===== src/rtl/exe_hazard_ctrl_pkg.sv =====
// exe_pkg: shared types and helpers for the EXE-stage hazard controller.
//
// Contents:
//   REC_REG_W    - register-index width used inside the stage records
//   REG_ZERO     - architectural zero register (never forwarded, never a hazard)
//   state_t      - hazard FSM state {RUN, STALL, FLUSH}
//   stage_rec_t  - full EX record (sources, destination, control)
//   stage_tail_t - reduced MEM/WB record (destination and control only)
//   fwd_hit()    - "this older record produces the operand we need"
package exe_pkg;

    localparam int REC_REG_W = 5;

    localparam logic [REC_REG_W-1:0] REG_ZERO = '0;

    typedef enum logic [1:0] {
        RUN   = 2'd0,
        STALL = 2'd1,
        FLUSH = 2'd2
    } state_t;

    typedef struct packed {
        logic                 valid;
        logic [REC_REG_W-1:0] rs;
        logic [REC_REG_W-1:0] rt;
        logic                 uses_rs;
        logic                 uses_rt;
        logic [REC_REG_W-1:0] dst;
        logic                 regwrite;
        logic                 memread;
    } stage_rec_t;

    typedef struct packed {
        logic                 valid;
        logic [REC_REG_W-1:0] dst;
        logic                 regwrite;
        logic                 memread;
    } stage_tail_t;

    // A load sitting in MEM has no data yet, so the MEM path excludes loads;
    // in WB the loaded value is available and the exclusion is turned off.
    function automatic logic fwd_hit(input stage_tail_t          rec,
                                     input logic [REC_REG_W-1:0] src,
                                     input logic                 exclude_load);
        return rec.valid && rec.regwrite && !(exclude_load && rec.memread) &&
               (rec.dst != REG_ZERO) && (rec.dst == src);
    endfunction

endpackage


===== src/rtl/exe_hazard_ctrl_if.sv =====
// exe_hazard_ctrl_if: decoder <-> hazard controller bundle.
//
// Handshake: there is no valid/ready pair here. The decoder presents one
// instruction per cycle qualified by dec_valid; the controller answers in the
// same cycle with stall. While stall=1 the decoder must hold every dec_*
// signal stable and re-present the same instruction on the next cycle.
//
// master : decoder side (drives dec_*, flush; reads stall/forwarding/state)
// slave  : hazard controller side
interface exe_hazard_ctrl_if #(
    parameter int REG_W = 5
);
    logic             dec_valid;
    logic [REG_W-1:0] dec_rs;
    logic [REG_W-1:0] dec_rt;
    logic             dec_uses_rs;
    logic             dec_uses_rt;
    logic [REG_W-1:0] dec_dst;
    logic             dec_regwrite;
    logic             dec_memread;
    logic             flush;

    logic             stall;
    logic             memAdelant_rs;
    logic             memAdelant_rt;
    logic             wbAdelant_rs;
    logic             wbAdelant_rt;
    logic             ALU_enable;
    logic [1:0]       state;

    modport master (
        output dec_valid, dec_rs, dec_rt, dec_uses_rs, dec_uses_rt,
               dec_dst, dec_regwrite, dec_memread, flush,
        input  stall, memAdelant_rs, memAdelant_rt, wbAdelant_rs,
               wbAdelant_rt, ALU_enable, state
    );

    modport slave (
        input  dec_valid, dec_rs, dec_rt, dec_uses_rs, dec_uses_rt,
               dec_dst, dec_regwrite, dec_memread, flush,
        output stall, memAdelant_rs, memAdelant_rt, wbAdelant_rs,
               wbAdelant_rt, ALU_enable, state
    );
endinterface


===== src/rtl/exe_hazard_ctrl_fwd_match.sv =====
// fwd_match: forwarding select for one EX operand.
//
// Ports:
//   i_valid, i_uses - EX record valid and "operand is actually read"
//   i_src           - operand register index
//   i_mem, i_wb     - MEM and WB records
//   o_mem_sel       - take the MEM-stage ALU result
//   o_wb_sel        - take the WB-stage value (only when MEM does not match)
module fwd_match
    import exe_pkg::*;
(
    input  logic                 i_valid,
    input  logic                 i_uses,
    input  logic [REC_REG_W-1:0] i_src,
    input  stage_tail_t          i_mem,
    input  stage_tail_t          i_wb,
    output logic                 o_mem_sel,
    output logic                 o_wb_sel
);
    logic w_mem_hit;
    logic w_wb_hit;

    assign w_mem_hit = i_valid & i_uses & fwd_hit(i_mem, i_src, 1'b1);
    assign w_wb_hit  = i_valid & i_uses & fwd_hit(i_wb,  i_src, 1'b0);

    // The younger producer (MEM) holds the newest value and wins.
    assign o_mem_sel = w_mem_hit;
    assign o_wb_sel  = w_wb_hit & ~w_mem_hit;
endmodule


===== src/rtl/exe_hazard_ctrl.sv =====
// exe_hazard_ctrl: EXE-stage hazard controller.
//
// Tracks EX/MEM/WB destination metadata, drives the EX forwarding selects,
// inserts one bubble per load-use hazard and squashes EX on a taken branch.
//
// Ports:
//   clk, reset  - rising-edge clock, synchronous active-high reset
//   bus (slave) - decode inputs, flush, stall, forwarding selects,
//                 ALU_enable and the debug FSM state
//   stall_count - saturating count of RUN->STALL transitions; exists only
//                 when EXE_HAZARD_STATS_EN is defined
//
// Optional feature macro: EXE_HAZARD_STATS_EN
module exe_hazard_ctrl
    import exe_pkg::*;
#(
    parameter int REG_W = 5
) (
    input  logic               clk,
    input  logic               reset,
    exe_hazard_ctrl_if.slave   bus
`ifdef EXE_HAZARD_STATS_EN
    ,
    output logic [15:0]        stall_count
`endif
);
    state_t      r_state;
    state_t      w_next_state;
    stage_rec_t  r_ex;
    stage_tail_t r_mem;
    stage_tail_t r_wb;

    stage_rec_t  w_dec_rec;
    stage_tail_t w_ex_tail;
    logic [REG_W-1:0] w_dec_rs;
    logic [REG_W-1:0] w_dec_rt;
    logic [REG_W-1:0] w_dec_dst;
    logic        w_hazard;
    logic        w_stall;
    logic        w_bubble;
    logic        w_mem_rs;
    logic        w_wb_rs;
    logic        w_mem_rt;
    logic        w_wb_rt;

    assign w_dec_rs  = bus.dec_rs;
    assign w_dec_rt  = bus.dec_rt;
    assign w_dec_dst = bus.dec_dst;

    always_comb begin
        w_dec_rec          = '0;
        w_dec_rec.valid    = bus.dec_valid;
        w_dec_rec.rs       = REC_REG_W'(w_dec_rs);
        w_dec_rec.rt       = REC_REG_W'(w_dec_rt);
        w_dec_rec.uses_rs  = bus.dec_uses_rs;
        w_dec_rec.uses_rt  = bus.dec_uses_rt;
        w_dec_rec.dst      = REC_REG_W'(w_dec_dst);
        w_dec_rec.regwrite = bus.dec_regwrite;
        w_dec_rec.memread  = bus.dec_memread;
    end

    always_comb begin
        w_ex_tail          = '0;
        w_ex_tail.valid    = r_ex.valid;
        w_ex_tail.dst      = r_ex.dst;
        w_ex_tail.regwrite = r_ex.regwrite;
        w_ex_tail.memread  = r_ex.memread;
    end

    // Load in EX whose result the ID instruction reads: data arrives one
    // cycle too late for MEM forwarding, so one bubble is needed.
    assign w_hazard = r_ex.valid & r_ex.memread & (r_ex.dst != REG_ZERO) &
                      bus.dec_valid &
                      ((bus.dec_uses_rs & (w_dec_rec.rs == r_ex.dst)) |
                       (bus.dec_uses_rt & (w_dec_rec.rt == r_ex.dst)));

    // Next state and stall. Flush overrides everything, including a hazard
    // in the same cycle.
    always_comb begin
        w_next_state = r_state;
        w_stall      = 1'b0;
        if (bus.flush) begin
            w_next_state = FLUSH;
        end else begin
            case (r_state)
                RUN: begin
                    if (w_hazard) begin
                        w_next_state = STALL;
                        w_stall      = 1'b1;
                    end
                end
                STALL:   w_next_state = RUN;
                FLUSH:   w_next_state = RUN;
                default: w_next_state = RUN;
            endcase
        end
    end

    assign w_bubble = w_stall | bus.flush;

    always_ff @(posedge clk) begin
        if (reset) begin
            r_state <= RUN;
            r_ex    <= '0;
            r_mem   <= '0;
            r_wb    <= '0;
        end else begin
            r_state <= w_next_state;
            r_wb    <= r_mem;
            r_mem   <= w_ex_tail;
            r_ex    <= w_bubble ? '0 : w_dec_rec;
        end
    end

`ifdef EXE_HAZARD_STATS_EN
    logic [15:0] r_stall_count;

    always_ff @(posedge clk) begin
        if (reset) begin
            r_stall_count <= '0;
        end else if ((r_state == RUN) && (w_next_state == STALL) &&
                     (r_stall_count != 16'hFFFF)) begin
            r_stall_count <= r_stall_count + 16'd1;
        end
    end

    assign stall_count = r_stall_count;
`endif

    fwd_match u_fwd_rs (
        .i_valid   (r_ex.valid),
        .i_uses    (r_ex.uses_rs),
        .i_src     (r_ex.rs),
        .i_mem     (r_mem),
        .i_wb      (r_wb),
        .o_mem_sel (w_mem_rs),
        .o_wb_sel  (w_wb_rs)
    );

    fwd_match u_fwd_rt (
        .i_valid   (r_ex.valid),
        .i_uses    (r_ex.uses_rt),
        .i_src     (r_ex.rt),
        .i_mem     (r_mem),
        .i_wb      (r_wb),
        .o_mem_sel (w_mem_rt),
        .o_wb_sel  (w_wb_rt)
    );

    assign bus.stall         = w_stall;
    assign bus.memAdelant_rs = w_mem_rs;
    assign bus.memAdelant_rt = w_mem_rt;
    assign bus.wbAdelant_rs  = w_wb_rs;
    assign bus.wbAdelant_rt  = w_wb_rt;
    assign bus.ALU_enable    = r_ex.valid;
    assign bus.state         = r_state;
endmodule


===== src/flat_wrapper.sv =====
// flat-port wrapper written by rule: the top's interface ports become plain ports
module exe_hazard_ctrl_flat import exe_pkg::*;
#(
    parameter int REG_W = 5
)
  (clk, reset, bus_dec_valid, bus_dec_rs, bus_dec_rt, bus_dec_uses_rs, bus_dec_uses_rt, bus_dec_dst, bus_dec_regwrite, bus_dec_memread, bus_flush, bus_stall, bus_memAdelant_rs, bus_memAdelant_rt, bus_wbAdelant_rs, bus_wbAdelant_rt, bus_ALU_enable, bus_state);
  exe_hazard_ctrl_if #(.REG_W(REG_W)) bus_i ();
  input  logic clk;
  input  logic reset;
  input wire logic [$bits(bus_i.dec_valid)-1:0] bus_dec_valid;
  input wire logic [$bits(bus_i.dec_rs)-1:0] bus_dec_rs;
  input wire logic [$bits(bus_i.dec_rt)-1:0] bus_dec_rt;
  input wire logic [$bits(bus_i.dec_uses_rs)-1:0] bus_dec_uses_rs;
  input wire logic [$bits(bus_i.dec_uses_rt)-1:0] bus_dec_uses_rt;
  input wire logic [$bits(bus_i.dec_dst)-1:0] bus_dec_dst;
  input wire logic [$bits(bus_i.dec_regwrite)-1:0] bus_dec_regwrite;
  input wire logic [$bits(bus_i.dec_memread)-1:0] bus_dec_memread;
  input wire logic [$bits(bus_i.flush)-1:0] bus_flush;
  output wire logic [$bits(bus_i.stall)-1:0] bus_stall;
  output wire logic [$bits(bus_i.memAdelant_rs)-1:0] bus_memAdelant_rs;
  output wire logic [$bits(bus_i.memAdelant_rt)-1:0] bus_memAdelant_rt;
  output wire logic [$bits(bus_i.wbAdelant_rs)-1:0] bus_wbAdelant_rs;
  output wire logic [$bits(bus_i.wbAdelant_rt)-1:0] bus_wbAdelant_rt;
  output wire logic [$bits(bus_i.ALU_enable)-1:0] bus_ALU_enable;
  output wire logic [$bits(bus_i.state)-1:0] bus_state;
  assign bus_i.dec_valid = bus_dec_valid;
  assign bus_i.dec_rs = bus_dec_rs;
  assign bus_i.dec_rt = bus_dec_rt;
  assign bus_i.dec_uses_rs = bus_dec_uses_rs;
  assign bus_i.dec_uses_rt = bus_dec_uses_rt;
  assign bus_i.dec_dst = bus_dec_dst;
  assign bus_i.dec_regwrite = bus_dec_regwrite;
  assign bus_i.dec_memread = bus_dec_memread;
  assign bus_i.flush = bus_flush;
  assign bus_stall = bus_i.stall;
  assign bus_memAdelant_rs = bus_i.memAdelant_rs;
  assign bus_memAdelant_rt = bus_i.memAdelant_rt;
  assign bus_wbAdelant_rs = bus_i.wbAdelant_rs;
  assign bus_wbAdelant_rt = bus_i.wbAdelant_rt;
  assign bus_ALU_enable = bus_i.ALU_enable;
  assign bus_state = bus_i.state;
  exe_hazard_ctrl #(.REG_W(REG_W)) u_core (.clk(clk), .reset(reset), .bus(bus_i));
endmodule

===== config.mk =====
export PLATFORM = sky130hd
export DESIGN_NAME = exe_hazard_ctrl_flat
export DESIGN_NICKNAME = d
export VERILOG_FILES = /design/src/rtl/exe_hazard_ctrl_pkg.sv /design/src/rtl/exe_hazard_ctrl_if.sv /design/src/rtl/exe_hazard_ctrl_fwd_match.sv /design/src/rtl/exe_hazard_ctrl.sv /design/src/flat_wrapper.sv
export SDC_FILE = /design/constraint.sdc
export NUM_CORES = 1
export LEC_CHECK = 0
export CAP_MARGIN = 10
export CORE_ASPECT_RATIO = 0.8
export CORE_UTILIZATION = 49
export CTS_CLUSTER_SIZE = 40
export DETAILED_ROUTE_END_ITERATION = 12
export MAX_ROUTING_LAYER = met4
export PLACE_DENSITY_LB_ADDON = 0.2
export SLEW_MARGIN = 15
export SYNTH_ARGS = -nofsm -noshare
export SYNTH_HDL_FRONTEND = slang
export SYNTH_SLANG_ARGS = --single-unit

===== constraint.sdc =====
create_clock -name clk -period 1.83 [get_ports clk]
set_clock_uncertainty 0.1 [all_clocks]
set_input_delay 0.366 -clock clk [delete_from_list [all_inputs] [get_ports clk]]
set_output_delay 0.366 -clock clk [all_outputs]
set_load 0.005 [all_outputs]

==> flow_summary.yaml <==
run_status:
  status: "finished, violations left"
  violations: "setup timing"
floorplanning:
  core_sq_um: 2830
  die_h_microns: 51.5
  io_pins: 31
  start_util: 0.529
  rows: 17
  die-width_microns: 63.8
  dieArea_sq_um: 3280
setup_path:
  crit_type: "flip-flop to primary output"
  cp-end-kind: "primary output"
  crit_fanout: 2
  cp-start-kind: "flip-flop"
  cp.arrival_ns: 1.82
  cp.required_ns: 1.36
hold_path:
  hold_path.class: "input port to flip-flop"
clocking:
  ctsHoldBuffers: 0
  cts_root_buf: "clkbuf_8"
  cts_tree: "done"
  cts-buffers-inserted: 5
  clock_path_buffers: 2
  clk_latency_ns: 0.28
  cts_sinks: 37
  h-tree-depth: 2
  cts.reportedPaths.clkPinSlew_ns: 0.07
drt:
  wirelength_microns: 3800
  routed_wire_length_per_instance_microns: 14.3
  drt_iter0_markers: 48
  drtAntennaViolNets: 0
  dr_total_vias: 1354
  drt_first_pass_iters: 4
  drc: 0
  routed_via_density: 5.11
synthesis:
  synthSimpleGateAreaFrac: 0.219
  synth_top_area_share: 0.495
  yosysTopAreaCell: "dfxtp_1"
  syn_inst: 160
  ys.flop_type: "dfxtp_1"
  synth-adder-area-share: 0
  synth_compound_area_frac: 0.0894
  yosysMostFrequentCell: "dfxtp_1"
  synth_cell_types: 23
  synth_top_family_by_area: "simple AND/OR/NAND/NOR gates"
  synth_mux_area_frac: 0
  syn_avg_cell_area_sq_um: 9.36
  ys_ff_latch: 37
  syn-num-nets: 183
  synth_area_leaders: "dfxtp_1 (49%), xnor2_1 (14%), a21oi_1 (7.0%)"
  synth.cells.most_frequent: "dfxtp_1 (37), xnor2_1 (24), nand2_1 (23)"
  synth_warnings: 0
  ys_async_sr_fraction: 0
  synth_edf_count: 0
  syn_area_sq_um: 1500
  synth_seq_area_share: 0.495
  synthXorXnorAreaFrac: 0.175
timing:
  max_freq_mhz: 438
  fin_setup_tns_ns: -1.58
  hold_viol_final: 0
  maxSlewViolCount: 0
  fin_ws_ns: -0.454
  tightest_slew_ns: 0.257
  slew_headroom: 0.827
  rsz0062_at_grt: "yes"
  period_share: 1.25
  min_period_ns: 2.28
  setup_viol: 5
  hold_slack_ns: 0.354
power:
  p_per_area_nw_per_um2: 709
  switching_share: 0.244
  seqPwrFrac: 0.531
  power_frac_comb: 0.132
  leakage_uw: 0.000968
  ir_drop_v: 0.000472
  switching_power_uw: 391
  power.internal_uw: 1210
  pwr-share-clk: 0.338
flow_run:
  drv_cap: 0
global_route:
  grt_max_degree: 22
  grt_overflow: 0
  grt_use_total: 0.260
  antenna_found_initial: 0
  grt_pass1_wl_microns: 6050
  grt_pass1_vias: 1359
layout:
  final_design_area_no_fill_sq_um: 2270
  diodes: 0
  drive_gt1_frac: 0.317
  syn_to_final_growth_pct: 51.4
  fin_nets: 249
placement:
  hpwlAfterDp_microns: 2710
  place_area_sq_um: 2060
  port_buffers: 30
  place_congestion: 0.906
registers in the layout, summed over array words and instances, names as in the netlist:
signal	cells
u_core.bus.ALU_enable	1
u_core.r_mem	8
u_core.bus.state	2
u_core.r_wb	7
u_core.r_ex	19
final timing paths:
path	startpoint	endpoint	slack, ns	cells after the start
worst max register to register	u_core.bus.ALU_enable	u_core.r_ex[13]	0.33	6
worst min-delay path	bus_dec_valid	u_core.bus.ALU_enable	0.35	3
worst max-delay path	u_core.r_mem[6]	bus_wbAdelant_rt	-0.45	6
worst min register to register	u_core.r_ex[1]	u_core.r_mem[1]	0.36	1
power by group through the flow:
| stage | sequential, uW | clock, uW | combinational [uW] |
|---|---|---|---|
| final | 852 | 543 | 212 |
| after global routing | 855 | 594 | 227 |
| after CTS | 854 | 549 | 193 |
| after detailed placement | 871 | 0 | 194 |
| after global placement | 869 | 0 | 188 |
| after floorplan | 868 | 0 | 83.5 |
kinds of logic after synthesis:
logic type / after synthesis
DFF: 37
and+or+nand+nor: 61
buffers and inverters: 8
xor gates and xnor gates: 30
AOI/OAI and AO/OA: 24
layout by cell type (no fill, tap or decap), drive strengths merged:
master / netlist / layout
a21oi: 21 / 21
and3: 1 / 1
and3b: 1 / 1
buf: 3 / 41
clkbuf: 4 / 6
clkdlybuf4s15: 0 / 1
clkdlybuf4s50: 0 / 13
clkinv: 0 / 2
dfxtp: 37 / 37
dlygate4sd2: 0 / 11
inv: 1 / 1
nand2: 23 / 23
nand3: 1 / 1
nand4: 7 / 7
nor2: 4 / 4
nor2b: 16 / 16
nor3: 3 / 3
nor4: 2 / 2
o2111ai: 1 / 1
o211ai: 1 / 1
o22ai: 1 / 1
or4: 3 / 3
xnor2: 24 / 24
xor2: 6 / 6
worst max-delay path: stages (launching register included):
cell and delay, ns:
dfxtp_2 0.32, or4_4 0.54, o2111ai_4 0.24, nor3_4 0.05, buf_4 0.13, nor3_2 0.12
buf_2 0.13
repair_timing:
item / 4_1_cts / 5_1_grt
buffers inserted: 2 / 3
pin swaps: 14 / 12
endpoints found under the setup margin: 5 / 5
gates resized for setup: 42 / 20
endpoints found under the hold margin: 0 / 0
metrics by stage:
step | worst slack (ns) | power, uW | std cells | util
2_1_floorplan | 0.0633 | 952 | 160 | -
3_3_place_gp | -0.612 | 1060 | 253 | 0.727
3_5_place_dp | -0.636 | 1060 | 253 | 0.727
4_1_cts | -0.490 | 1600 | 263 | 0.768
5_1_grt | -0.535 | 1680 | 265 | 0.801
6_report | -0.454 | 1610 | 265 | 0.801
final cells by class:
cell class / count / area (sq um)
clock inverters: 2 / 10.0
clock buffers: 6 / 72.6
well taps: 38 / 47.5
fillers: 170 / 562
multi-input cells: 115 / 831
repair buffers: 66 / 542
inverters: 1 / 3.75
flip-flops and latches: 37 / 761
metal layers:
metal	share of wire	GRT usage	up-vias
met5	0	-	-
li1	-	-	667
met3	0.050	0.0759	9
met2	0.51	0.440	52
met4	0.019	0.117	0
met1	0.42	0.285	626
Note: power is estimated with default switching activity, not from simulation.
